==> config.mk <==
export PLATFORM = sky130hd
export DESIGN_NAME = global_sram_wr_ctrl
export DESIGN_NICKNAME = d
export VERILOG_FILES = /design/src/rtl/global_sram_wr_ctrl.sv
export SDC_FILE = /design/constraint.sdc
export NUM_CORES = 1
export LEC_CHECK = 0
export CAP_MARGIN = 20
export CORE_ASPECT_RATIO = 1.5
export CORE_MARGIN = 2
export CORE_UTILIZATION = 39
export CTS_BUF_LIST = sky130_fd_sc_hd__clkbuf_4
export DETAILED_ROUTE_END_ITERATION = 8
export PLACE_DENSITY = 0.85
export SLEW_MARGIN = 25
export SYNTH_ARGS = -nofsm -noshare
export SYNTH_HDL_FRONTEND = slang
export SYNTH_SLANG_ARGS = --single-unit
==> constraint.sdc <==
create_clock -name clk -period 5.8 [get_ports clk]
set_input_delay 0.87 -clock clk [delete_from_list [all_inputs] [get_ports clk]]
set_output_delay 0.87 -clock clk [all_outputs]
set_load 0.02 [all_outputs]
==> src/rtl/global_sram_wr_ctrl.sv <==
// Write-side controller of the global SRAM: turns the cores' vector-out stream into SRAM writes
// during write-back layers and pulses finish once embd_size/MAC_MULT_NUM words have been taken.
module global_sram_wr_ctrl #(
    parameter int GSRAM_DEPTH   = 1024,
    parameter int IN_ADDR_WIDTH = 12,
    parameter int WDATA_WIDTH   = 128,
    parameter int MAC_MULT_NUM  = 16,
    parameter int CTRL_W        = 4,
    parameter int EMBD_W        = 16,
    parameter int AW            = $clog2(GSRAM_DEPTH)
) (
    input  logic                     clk,
    input  logic                     rst,
    input  logic [CTRL_W-1:0]        control_state,
    input  logic                     control_state_update,
    input  logic                     model_cfg_vld,
    input  logic [EMBD_W-1:0]        model_cfg,
    input  logic                     start,
    input  logic                     vector_out_data_vld,
    input  logic [IN_ADDR_WIDTH-1:0] vector_out_data_addr,
    input  logic [WDATA_WIDTH-1:0]   vector_out_data,
    output logic                     global_sram_wen,
    output logic [AW-1:0]            global_sram_waddr,
    output logic [WDATA_WIDTH-1:0]   global_sram_wdata,
    output logic                     finish,
    output logic                     wr_err
);

    localparam logic [CTRL_W-1:0] IDLE_STATE   = CTRL_W'(0);
    localparam logic [CTRL_W-1:0] ATT_QK_STATE = CTRL_W'(1);
    localparam logic [CTRL_W-1:0] ATT_PV_STATE = CTRL_W'(2);
    localparam logic [CTRL_W-1:0] PROJ_STATE   = CTRL_W'(3);
    localparam logic [CTRL_W-1:0] FFN0_STATE   = CTRL_W'(4);
    localparam logic [CTRL_W-1:0] FFN1_STATE   = CTRL_W'(5);

    localparam int CW = (EMBD_W > AW + 1) ? EMBD_W : AW + 1;
    localparam logic [IN_ADDR_WIDTH:0] DEPTH_X = (IN_ADDR_WIDTH + 1)'(GSRAM_DEPTH);

    typedef enum logic {S_IDLE, S_RUN} fsm_t;

    fsm_t               fsm, fsm_nxt;
    logic [CTRL_W-1:0]  state_reg;
    logic [EMBD_W-1:0]  embd_reg;
    logic               start_reg;
    logic [AW:0]        cnt, cnt_nxt, cnt_base, cnt_inc;
    logic [EMBD_W-1:0]  n_words;
    logic               n_zero, wr_state, start_wr, start_ack, accept, in_range;
    logic               fin_nxt, err_nxt;

    always_ff @(posedge clk or posedge rst) begin
        if (rst) begin
            state_reg <= IDLE_STATE;
            embd_reg  <= '0;
            start_reg <= 1'b0;
        end else begin
            if (control_state_update) state_reg <= control_state;
            if (model_cfg_vld)        embd_reg  <= model_cfg;
            start_reg <= start;
        end
    end

    assign n_words   = embd_reg / EMBD_W'(MAC_MULT_NUM);
    assign n_zero    = (n_words == '0);
    assign wr_state  = (state_reg == PROJ_STATE) || (state_reg == FFN1_STATE);
    assign start_wr  = start_reg && wr_state;
    assign start_ack = start_reg && !wr_state && (state_reg != IDLE_STATE);
    // The start cycle of a write layer already carries word 1.
    assign accept    = vector_out_data_vld && ((fsm == S_RUN) || (start_wr && !n_zero));
    assign in_range  = {1'b0, vector_out_data_addr} < DEPTH_X;

    always_comb begin
        fsm_nxt  = fsm;
        cnt_nxt  = cnt;
        fin_nxt  = 1'b0;
        err_nxt  = wr_err;
        cnt_base = start_wr ? '0 : cnt;
        cnt_inc  = cnt_base + (AW + 1)'(accept);
        if (start_wr) err_nxt = 1'b0;
        case (fsm)
            S_IDLE: begin
                if (start_wr) begin
                    if (n_zero) fin_nxt = 1'b1;
                    else begin
                        fsm_nxt = S_RUN;
                        cnt_nxt = cnt_inc;
                    end
                end else if (start_ack) begin
                    fin_nxt = 1'b1;
                end
            end
            S_RUN: begin
                if (start_wr) begin
                    cnt_nxt = cnt_inc;
                end else if (control_state_update) begin
                    fsm_nxt = S_IDLE;
                    cnt_nxt = '0;
                end else begin
                    cnt_nxt = cnt_inc;
                end
            end
            default: fsm_nxt = S_IDLE;
        endcase
        if (fsm_nxt == S_RUN && accept && CW'(cnt_inc) == CW'(n_words)) begin
            fin_nxt = 1'b1;
            fsm_nxt = S_IDLE;
            cnt_nxt = '0;
        end
        // Setting wins over the start-time clear so a bad first word is still flagged.
        if ((vector_out_data_vld && !accept) || (accept && !in_range)) err_nxt = 1'b1;
    end

    always_ff @(posedge clk or posedge rst) begin
        if (rst) begin
            fsm               <= S_IDLE;
            cnt               <= '0;
            finish            <= 1'b0;
            wr_err            <= 1'b0;
            global_sram_wen   <= 1'b0;
            global_sram_waddr <= '0;
            global_sram_wdata <= '0;
        end else begin
            fsm             <= fsm_nxt;
            cnt             <= cnt_nxt;
            finish          <= fin_nxt;
            wr_err          <= err_nxt;
            global_sram_wen <= accept && in_range;
            if (accept && in_range) begin
                global_sram_waddr <= vector_out_data_addr[AW-1:0];
                global_sram_wdata <= vector_out_data;
            end
        end
    end

endmodule

### Word level (Yosys, flattened, before mapping)

Index checks and enable logic that the tools add are counted.

* $add $sub $neg: 1
* $lt $le $gt $ge: 1
* equality and inequality tests: 5
* muxes and demuxes: 20
* bitwise logic cells: 1
* reductions and logical operators: 21

Operator list (count)
* two-way mux 11 bit: 6
* case mux 11 bit (2 select lines): 1
* logical NOT 16 bit: 1
* equality test 11 x 12 -> 1 bit: 1
* less-than comparator 12 x 11 -> 1 bit, second input constant: 1
* two-way mux 1 bit: 12
* adder 11 x 1 -> 11 bit: 1
* logical AND 1 bit: 10
* inequality test 3 bit, second input constant: 2
* equality test 4 x 2 -> 1 bit, second input constant: 1
* equality test 4 x 3 -> 1 bit, second input constant: 1
* logical NOT 1 bit: 4
* nonzero test 4 bit: 1
* logical OR 1 bit: 3
* case mux 1 bit (2 select lines): 1
* AND reduction 2 bit: 1
* nonzero test 2 bit: 1
* NOT 1 bit: 1

* bits in registers: 174
* output and inout port bits: 141

### Logic depth before layout (Yosys ltp)

Gate-level depths: netlist of the first run.

* depth after elaboration: 11
* mapped depth: 15
* mapped depth without buffers: 13

### Worst setup path before layout of the first run

Ideal clock, no wire load.

* path type: reg-to-reg
* from: register embd_reg[11]
* to: register cnt[0]
* library setup time: 0.120 ns
* arrival: 3.601 ns
* setup slack: 2.079 ns
* stages on the path, launching flop included: 16
* period minus slack after synthesis: 3.721 ns
* cells stage by stage: dfrtp_1 nor4_1 nand3_1 a21oi_1 nor2b_1 ha_1 and3_1 buf_4 and3_1 buf_4 xnor2_1 or4b_1 a21o_1 a2111o_1 buf_6 and3_1

* longest elaborated chain between the ends: 10

RTL lines
* start, declared: line 43 `logic [EMBD_W-1:0] embd_reg;`
* start signal, assigned: line 57 `if (model_cfg_vld) embd_reg <= model_cfg;`
* logical NOT 16 bit: line 63 `assign n_zero = (n_words == '0);`
* logical NOT 1 bit: line 68 `assign accept = vector_out_data_vld && ((fsm == S_RUN) || (start_wr && !n_zero));`
* logical AND 1 bit: line 68
* logical OR 1 bit: line 68
* logical AND 1 bit: line 68
* adder 11 x 1 -> 11 bit: line 77 `cnt_inc = cnt_base + (AW + 1)'(accept);`
* equality test 11 x 12 -> 1 bit, or another cell as far along: line 103 `if (fsm_nxt == S_RUN && accept && CW'(cnt_inc) == CW'(n_words)) begin`
* logical AND 1 bit, or another cell as far along: line 103
* inequality test 3 bit (no source line) / case mux 11 bit (2 select lines) (equally long branches)
* AND reduction 2 bit (no source line) / two-way mux 11 bit (equally long branches)
* end signal, assigned: line 123 `cnt <= cnt_nxt;`
* end, declared: line 45 `logic [AW:0] cnt, cnt_nxt, cnt_base, cnt_inc;`

Parallel ways exist; a longest one is shown, timed or not. The select of a mux whose other input is x is not followed.
A chain may end at the register's enable or synchronous reset.

### Final worst setup path of the first run

* from: register state_reg[2]
* to: register cnt[3]

* longest elaborated chain between the ends: 11

RTL lines
* start, declared: line 42 `logic [CTRL_W-1:0] state_reg;`
* start signal, assigned: line 56 `if (control_state_update) state_reg <= control_state;`
* equality test 4 x 2 -> 1 bit / equality test 4 x 3 -> 1 bit (equally long branches): line 64 `assign wr_state = (state_reg == PROJ_STATE) || (state_reg == FFN1_STATE);`
* logical OR 1 bit *: line 64
* logical AND 1 bit *: line 65 `assign start_wr = start_reg && wr_state;`
* logical AND 1 bit: line 68
* logical OR 1 bit: line 68
* logical AND 1 bit: line 68
* adder 11 x 1 -> 11 bit: line 77
* equality test 11 x 12 -> 1 bit, or another cell as far along: line 103
* logical AND 1 bit, or another cell as far along: line 103
* inequality test 3 bit (no source line) / case mux 11 bit (2 select lines) (equally long branches)
* AND reduction 2 bit (no source line) / two-way mux 11 bit (equally long branches)

Mark *: on every way between the ends. The rest lies on a longest branch, timed or not. The select of a mux whose other input is x is not followed.

==> results.py, run 1 <==
metrics = {
    "run_status": {
        "status": "finished clean",
    },
    "global_routing": {
        "grt_antenna_before_repair": 1,
        "grt_max_degree": 140,
        "grt_use_total": 0.198,
        "grt_pass1_wl_um": 29300,
        "first_global_vias": 5545,
        "grt_overflow": 0,
    },
    "sta": {
        "max_freq_ghz": 0.226,
        "hold_viol_final": 0,
        "period_needed_ps": 4420,
        "final-max-slew-violation-count": 0,
        "finalClockSkew_ps": 28.2,
        "fin_crit_sh": 0.763,
        "slew_headroom": 0.434,
        "rsz0062_at_grt": "false",
        "final.setup.tns_ps": 0,
        "setup_viol": 0,
        "tightest_slew_ps": 848,
    },
    "placement": {
        "place_hpwl_um": 13700,
        "io_buffer_count": 302,
        "placed_area_um2": 10200,
        "place_congestion": 0.881,
    },
    "die": {
        "row_count": 60,
        "die_width_um": 114,
        "coreArea_um2": 17800,
        "start_util": 0.395,
        "dieArea_um2": 19100,
        "ios": 307,
        "die_h_um": 168,
    },
    "worst_setup_path": {
        "crit_cells": 13,
        "cpMostUsedCell": "ha_1",
        "r2r_start": "state_reg[2]",
        "crit_arrival_ps": 4870,
        "timing.rr.end": "cnt[3]",
        "cpLargestDelayFamily": "simple AND/OR/NAND/NOR gates",
        "crit_fanout": 13,
        "regToRegSetupSlack_ps": 1380,
        "critPathMaxStageDelay_ps": 560,
        "worstPathCellList": "xor2_1, and4b_1, a21oi_1, nor2b_1, ha_1, ha_1, nand3_1, nor2_1, xnor2_1, or4b_1, a21o_1, a2111o_1, and2_1",
        "reg2reg_depth": 13,
        "cp_num_buf_inv": 0,
        "cp.required_ps": 6250,
        "critPathSlowestCell": "a2111o_1",
        "worstSetupPathType": "flip-flop to flip-flop",
        "cp-start-kind": "flip-flop",
        "endpoint_kind": "flip-flop",
    },
    "clocking": {
        "cts_buffers": 17,
        "postCtsSetupBuffers": 0,
        "holdBufCountCts": 0,
        "clockRootBuffer": "clkbuf_4",
        "clk_pin_slew_ps": 160,
        "ctsLongestPathBuffers": 2,
        "cts_tree": "done",
        "post_cts_resized": 0,
        "cts_max_level": 4,
        "clkLatencyLatePin_ps": 560,
        "clock_sinks": 170,
    },
    "routing": {
        "routed_via_density": 5.01,
        "vias": 5092,
        "wl_per_cell_um": 18.1,
        "drt-initial-drc-count": 239,
        "wl_um": 18500,
        "drtAntennaViolNets": 0,
        "firstDrtPassIters": 5,
        "drc": 0,
    },
    "synth": {
        "ys.warnings.count": 0,
        "async_flop_share": 1.00,
        "ys_types": 47,
        "syn_area_um2": 7020,
        "avgSynthCellArea_um2": 14.4,
        "synth_ff_type": "dfrtp_1",
        "seq_area_frac_synth": 0.606,
        "synth_nets": 656,
        "syn_inst": 488,
        "synth_seq_cells": 170,
        "synth_edf_count": 0,
    },
    "pwr": {
        "ir_drop_mv": 0.280,
        "power.share.sequential": 0.403,
        "clockPowerShare": 0.161,
        "pwr-share-comb": 0.435,
        "internal-power_uw": 2870,
        "power.total_uw": 4460,
        "power_density_nw_per_um2": 423,
        "swShare": 0.356,
        "switching_power_uw": 1590,
        "leakagePower_uw": 0.00441,
    },
    "worst_hold_path": {
        "hp-class": "flip-flop to flip-flop",
        "min_from": "wr_err",
        "hold_end": "wr_err",
        "hold_depth": 2,
    },
    "final_layout": {
        "synthToLayoutAreaGrowth_pct": 50.1,
        "finalNetCount": 954,
        "finish.utilization": 0.593,
        "final_cell_area_um2": 10500,
        "largest_register_ffs": 128,
        "drive_above_1_share": 0.243,
    },
    "flow_run": {
        "drv_cap": 0,
    },
}
Yosys cell counts, drive strengths merged (2+ instances only):
master,n,area share
a21oi,7,0.0050
buf,19,0.015
nand2,8,0.0043
dfrtp,170,0.61
a221oi,2,0.0025
o21ai,14,0.010
mux2i,3,0.0043
nor2b,3,0.0027
nand3,9,0.0064
nand3b,2,0.0021
xnor3,2,0.0064
nor3,6,0.0043
a31oi,2,0.0018
and2,10,0.0089
nor4,3,0.0027
xnor2,9,0.011
o311a,2,0.0029
nor2,14,0.0075
ha,2,0.0036
inv,3,0.0016
o31ai,7,0.0075
xor2,2,0.0025
and3,6,0.0053
nand2b,2,0.0018
mux2,155,0.25
clkbuf,8,0.0045
or4,2,0.0021
a21boi,2,0.0021
per-layer routing:
metal	wire length, um	global-route usage	vias up
met3	1310	0.0702	31
li1	-	-	2349
met2	9950	0.344	189
met5	0	0	-
met1	6670	0.219	2523
met4	525	0.0806	0
layout make-up:
cell class / instances / area [um^2]
flip-flops and latches: 170 / 4250
diodes: 1 / 2.50
well taps: 217 / 272
multi-input cells: 288 / 2630
clock inverters: 15 / 176
fillers: 1421 / 7250
repair buffers: 306 / 3070
inverters: 3 / 18.8
clock buffers: 17 / 128
power by group through the flow:
stage	clock, uW	sequential (uW)	combinational [uW]
finish	720	1800	1940
global route	791	1860	2030
CTS	750	1810	1960
detailed placement	0	1830	1950
global placement	0	1800	1930
floorplan	0	2290	423
worst reg2reg max path, delay by kind of cell (launching register included):
| family | cells | cell delay [ps] |
|---|---|---|
| and+or+nand+nor | 6 | 2020 |
| AOI/OAI and AO/OA | 3 | 930 |
| xor gates and xnor gates | 2 | 370 |
| adders and majority gates | 2 | 570 |
| DFF | 1 | 430 |
worst max path at each step:
stage	end	from	slack [ps]
final	cnt[3]	state_reg[2]	1380
after global placement	cnt[1]	vector_out_data_vld	1480
after floorplan	cnt[0]	rst	330
after CTS	cnt[10]	state_reg[2]	1380
after global routing	cnt[9]	state_reg[2]	1080
after detailed placement	cnt[0]	vector_out_data_vld	1410
logic make-up after synthesis:
family                     share of synthesized area
buffers and inverters                         0.0210
xor gates and xnor gates                      0.0201
muxes                                          0.253
and+or+nand+nor                               0.0588
DFF                                            0.606
AOI/OAI and AO/OA                             0.0379
adders and majority gates                    0.00356
placed cells by master, fill, tap and decap left out, types with 3 or more instances in the layout:
cell type and instances:
nand2_1 8, o31ai_1 7, mux2i_1 3, inv_6 4, and3_1 6, mux2_2 154, a21oi_1 7, buf_4 3
nor2_1 14, nor2b_1 3, nand3_1 9, nor4_1 3, clkbuf_4 17, dfrtp_1 170, xnor2_1 9, and2_1 10
o21ai_0 14, inv_8 5, clkinv_4 3, nor3_1 6, clkdlybuf4s50_1 302
stage by stage:
step	instances	worst slack (ps)	hold slack, ps
after detailed placement	984	1410	460
after floorplan	488	327	495
final	1017	1380	493
after global placement	984	1480	455
after CTS	1016	1380	495
after global routing	1017	1080	511
Power figures use the tool's default switching activity.
==> run 2: changes to the inputs <==
clock period = 3.7 ns   (was 5.8 ns; I/O delays follow)
==> results.py, run 2 (synthesized netlist as in run 1, its figures left out) <==
metrics = {
    "sta": {
        "holdWs_ps": 466,
        "final-max-slew-violation-count": 0,
        "period_needed_ps": 3530,
        "finalClockSkew_ps": 33.4,
        "fin_crit_sh": 0.953,
        "tightest_slew_ps": 731,
        "hold_viol_final": 0,
        "final.setup.tns_ps": 0,
        "slew_headroom": 0.512,
        "max_freq_ghz": 0.284,
        "setup_viol": 0,
    },
    "global_routing": {
        "grt_use_total": 0.199,
        "grt_overflow": 0,
        "first_global_vias": 5562,
        "grt_antenna_before_repair": 1,
        "grt_max_degree": 81,
        "grt_pass1_wl_um": 29400,
    },
    "die": {
        "dieArea_um2": 19100,
        "ios": 307,
        "coreArea_um2": 17800,
        "die_h_um": 168,
        "die_width_um": 114,
        "start_util": 0.395,
        "row_count": 60,
    },
    "routing": {
        "firstDrtPassIters": 5,
        "drtAntennaViolNets": 0,
        "drc": 0,
        "drt-initial-drc-count": 296,
        "routed_via_density": 5.09,
        "wl_um": 19200,
        "vias": 5256,
        "wl_per_cell_um": 18.6,
    },
    "worst_setup_path": {
        "cp.required_ps": 4100,
        "cp-start-kind": "flip-flop",
        "crit_arrival_ps": 3920,
        "endpoint_kind": "flip-flop",
        "crit_fanout": 7,
        "worstSetupPathType": "flip-flop to flip-flop",
    },
    "clocking": {
        "clk_pin_slew_ps": 150,
        "cts_max_level": 4,
        "cts_buffers": 17,
        "clock_sinks": 170,
        "ctsLongestPathBuffers": 2,
        "cts_tree": "done",
        "holdBufCountCts": 0,
        "clkLatencyLatePin_ps": 540,
        "clockRootBuffer": "clkbuf_4",
    },
    "final_layout": {
        "layout.cells.non_filler": 1033,
        "drive_above_1_share": 0.269,
        "mostFrequentLayoutCells": "302 x clkdlybuf4s50_1, 170 x dfrtp_1, 154 x mux2_2, 18 x clkbuf_4, 16 x buf_4",
        "finalNetCount": 971,
        "synthToLayoutAreaGrowth_pct": 53.4,
        "largest_register_ffs": 128,
        "layout_commonest_cell": "clkdlybuf4s50_1",
    },
    "placement": {
        "place_congestion": 0.925,
        "io_buffer_count": 302,
        "dp.cells": 999,
        "place_hpwl_um": 14100,
    },
    "flow_run": {
        "drv_cap": 0,
    },
    "run_status": {
        "status": "finished clean",
    },
    "pwr": {
        "power.total_uw": 7080,
        "power_density_nw_per_um2": 657,
        "ir_drop_mv": 0.503,
        "leakagePower_uw": 0.00451,
    },
    "worst_hold_path": {
        "hp-class": "input pin to asynchronous set/reset pin",
    },
}
-- run 2: cell types whose count changed in the layout (fill, tap and decap cells not counted), sizes merged --
| cell | delta |
|---|---|
| a2111o | +1 |
| buf | +16 |
| inv | -2 |
| clkbuf | +1 |
| bufinv | +2 |
| clkinv | -4 |
| clkinvlp | +2 |
-- run 2: area by class of cell --
cell class	instances	area, um^2
multi-input combinational	289	2690
clock inverter	13	179
tap	217	272
clock buffer	18	135
antenna	1	2.50
fill	1373	7020
timing repair buffer	322	3220
inverter	3	15.0
sequential	170	4250
-- run 2: timing repair --
item / CTS / global route
buffers inserted: 0 / 1
resized for setup: 0 / 10
setup endpoints to repair: 6 / 13
gates cloned: 0 / 1
pin swaps: 2 / 6
-- run 2: routing by layer --
layer | global-route usage | share of wire | up-vias
met2 | 0.363 | 0.56 | 201
li1 | - | - | 2382
met5 | 0 | 0 | -
met1 | 0.212 | 0.35 | 2645
met4 | 0.0636 | 0.020 | 0
met3 | 0.0698 | 0.071 | 28
-- run 2: worst max-delay path, cell delays in order (launching register included) --
cell and delay, ps:
dfrtp_1 450, nor4_2 360, nand3_2 190, a21oi_2 200, nor2b_2 60, ha_2 190
ha_1 200, nand3_1 110, nor2_1 80, xnor2_1 150, or4b_1 520, a21o_1 230
a2111o_2 500, a21boi_0 160
-- run 2: through the flow --
step                 util  area (um^2)  setup WS [ps]
finish              0.605        10800            174
CTS                 0.601        10700           43.3
detailed placement  0.584        10400           49.5
floorplan               -         7030           78.0
global placement    0.584        10400           78.6
global route        0.605        10800          -18.7
-- run 2: final timing paths --
| path | from | end | slack, ps | depth (start not counted) |
|---|---|---|---|---|
| max in group asynchronous | rst | global_sram_wdata[60] | 2340 | 3 |
| setup / recovery | embd_reg[4] | cnt[9] | 170 | 13 |
| min in group clk | start | start_reg | 470 | 1 |
| hold / removal | rst | global_sram_wdata[100] | 470 | 2 |
| hold reg to reg | wr_err | wr_err | 480 | 2 |
| setup reg to reg | embd_reg[4] | cnt[9] | 170 | 13 |
-- run 2: report_power, final --
part	leakage, uW	switching [uW]	total (uW)	internal (uW)
logic	0.00223	1400	3070	1670
clock network	0.000166	695	1190	494
registers	0.00212	344	2820	2480
==> run 3: changes to the inputs <==
CORE_UTILIZATION = 47   (was 39)
PLACE_DENSITY = 0.95   (was 0.85)
clock period = 4.56 ns   (was 3.7 ns; I/O delays follow)
==> results.py, run 3 (synthesized netlist as in run 1, its figures left out) <==
metrics = {
    "clocking": {
        "postCtsSetupBuffers": 0,
        "clock_sinks": 170,
        "clkLatencyLatePin_ps": 560,
        "post_cts_resized": 0,
        "clk_pin_slew_ps": 150,
        "cts_tree": "done",
        "cts_max_level": 4,
        "ctsLongestPathBuffers": 2,
        "cts_buffers": 17,
        "holdBufCountCts": 0,
        "clockRootBuffer": "clkbuf_4",
    },
    "worst_setup_path": {
        "crit_arrival_ps": 4490,
        "r2r_start": "embd_reg[12]",
        "crit_cells": 12,
        "endpoint": "fsm",
        "critPathSlowestCell": "a2111o_1",
        "critPathMaxStageDelay_ps": 590,
        "cp_num_buf_inv": 0,
        "cp.required_ps": 5000,
        "cp-start-kind": "flip-flop",
        "cpLargestDelayFamily": "simple AND/OR/NAND/NOR gates",
        "reg2reg_depth": 12,
        "worstSetupPathType": "flip-flop to flip-flop",
        "regToRegSetupSlack_ps": 510,
        "endpoint_kind": "flip-flop",
        "cpMostUsedCell": "and3_1",
        "worstPathCellList": "nor4_1, nand3_1, a21oi_1, nor2b_1, ha_1, and3_1, and3_1, xnor2_1, or4b_1, a21o_1, a2111o_1, and2_1",
        "crit_start": "embd_reg[12]",
        "timing.rr.end": "fsm",
        "crit_fanout": 13,
    },
    "worst_hold_path": {
        "hp-class": "input pin to asynchronous set/reset pin",
    },
    "routing": {
        "firstDrtPassIters": 4,
        "drtAntennaViolNets": 0,
        "routed_via_density": 5.30,
        "drt-initial-drc-count": 182,
        "wl_um": 20400,
        "drc": 0,
        "vias": 5311,
        "wl_per_cell_um": 20.3,
    },
    "final_layout": {
        "drive_above_1_share": 0.247,
        "largest_register_ffs": 128,
        "synthToLayoutAreaGrowth_pct": 50.7,
        "mostFrequentLayoutCells": "302 x clkdlybuf4s50_1, 170 x dfrtp_1, 154 x mux2_2, 18 x clkbuf_4",
        "layout_commonest_cell": "clkdlybuf4s50_1",
        "finalNetCount": 962,
        "final_cell_area_um2": 10600,
    },
    "pwr": {
        "power_density_nw_per_um2": 531,
        "ir_drop_mv": 0.410,
        "power.total_uw": 5620,
        "leakagePower_uw": 0.00443,
    },
    "sta": {
        "fin_ws_ps": 512,
        "tightest_slew_ps": 751,
        "slew_headroom": 0.497,
        "period_needed_ps": 4050,
        "final-max-slew-violation-count": 0,
        "fin_crit_sh": 0.888,
        "final.setup.tns_ps": 0,
        "holdWs_ps": 474,
        "finalClockSkew_ps": 24.9,
        "setup_viol": 0,
        "max_freq_ghz": 0.247,
        "hold_viol_final": 0,
        "rsz0062_at_grt": "false",
    },
    "placement": {
        "io_buffer_count": 302,
        "place_congestion": 0.946,
        "placed_area_um2": 10300,
        "place_ws_ps": 545,
        "place_hpwl_um": 15700,
    },
    "flow_run": {
        "drv_cap": 0,
    },
    "global_routing": {
        "grt_max_degree": 97,
        "grt_use_total": 0.263,
        "grt_antenna_before_repair": 1,
        "grt_overflow": 0,
        "first_global_vias": 5960,
        "grt_pass1_wl_um": 32100,
    },
    "die": {
        "coreArea_um2": 14600,
        "ios": 307,
        "dieArea_um2": 16000,
        "start_util": 0.481,
        "die_width_um": 104,
        "row_count": 54,
        "die_h_um": 154,
    },
    "run_status": {
        "status": "finished clean",
    },
}
run 3: cell types whose count changed in the layout (fill, tap and decap cells not counted), moves of 2 or more:
cell	change
nor4_2	-2
buf_12	+2
clkinvlp_4	+2
bufinv_16	-2
inv_8	-2
buf_4	-10
nor4_1	+3
clkinv_1	+2
run 3: worst min-delay path by stage:
stage,end,slack [ps],cells after the start
2_1_floorplan,finish,500,2
3_3_place_gp,global_sram_wdata[4],470,1
3_5_place_dp,global_sram_wdata[4],490,1
4_1_cts,start_reg,510,1
5_1_grt,global_sram_wdata[22],440,2
6_report,global_sram_wdata[22],470,2
run 3: cell type report:
type	count	area, um^2
diodes	1	2.50
clock buffers	18	135
clock inverters	13	119
fillers	966	4010
inverters	3	15.0
multi-input cells	288	2630
flip-flops and latches	170	4250
well taps	196	245
repair buffers	314	3190
run 3: stage by stage:
step	utilization	cells
floorplan	-	488
detailed placement	0.706	970
global route	0.725	1003
finish	0.725	1003
global placement	0.706	970
CTS	0.724	1001
run 3: power by group:
part,switching (uW),total (uW),internal [uW],leakage [uW]
registers,301,2320,2010,0.00212
clock network,531,809,279,0.000129
logic,1150,2500,1350,0.00219
total,1980,5620,3640,0.00443
run 3: routing by layer:
metal  GRT usage  routed length, um  vias to the layer above  share of wire
met1       0.258               6730                     2654           0.33
met3      0.0928               1460                       57          0.072
met5           0                  0                        -              0
li1            -                  -                     2369              -
met2       0.483              11300                      231           0.56
met4       0.134                868                        0          0.043
run 3: worst reg2reg max path, stage by stage (launching register included):
cell	delay, ps
dfrtp_1	460
nor4_1	450
nand3_1	230
a21oi_1	260
nor2b_1	130
ha_1	240
and3_1	270
and3_1	280
xnor2_1	140
or4b_1	460
a21o_1	190
a2111o_1	590
and2_1	230
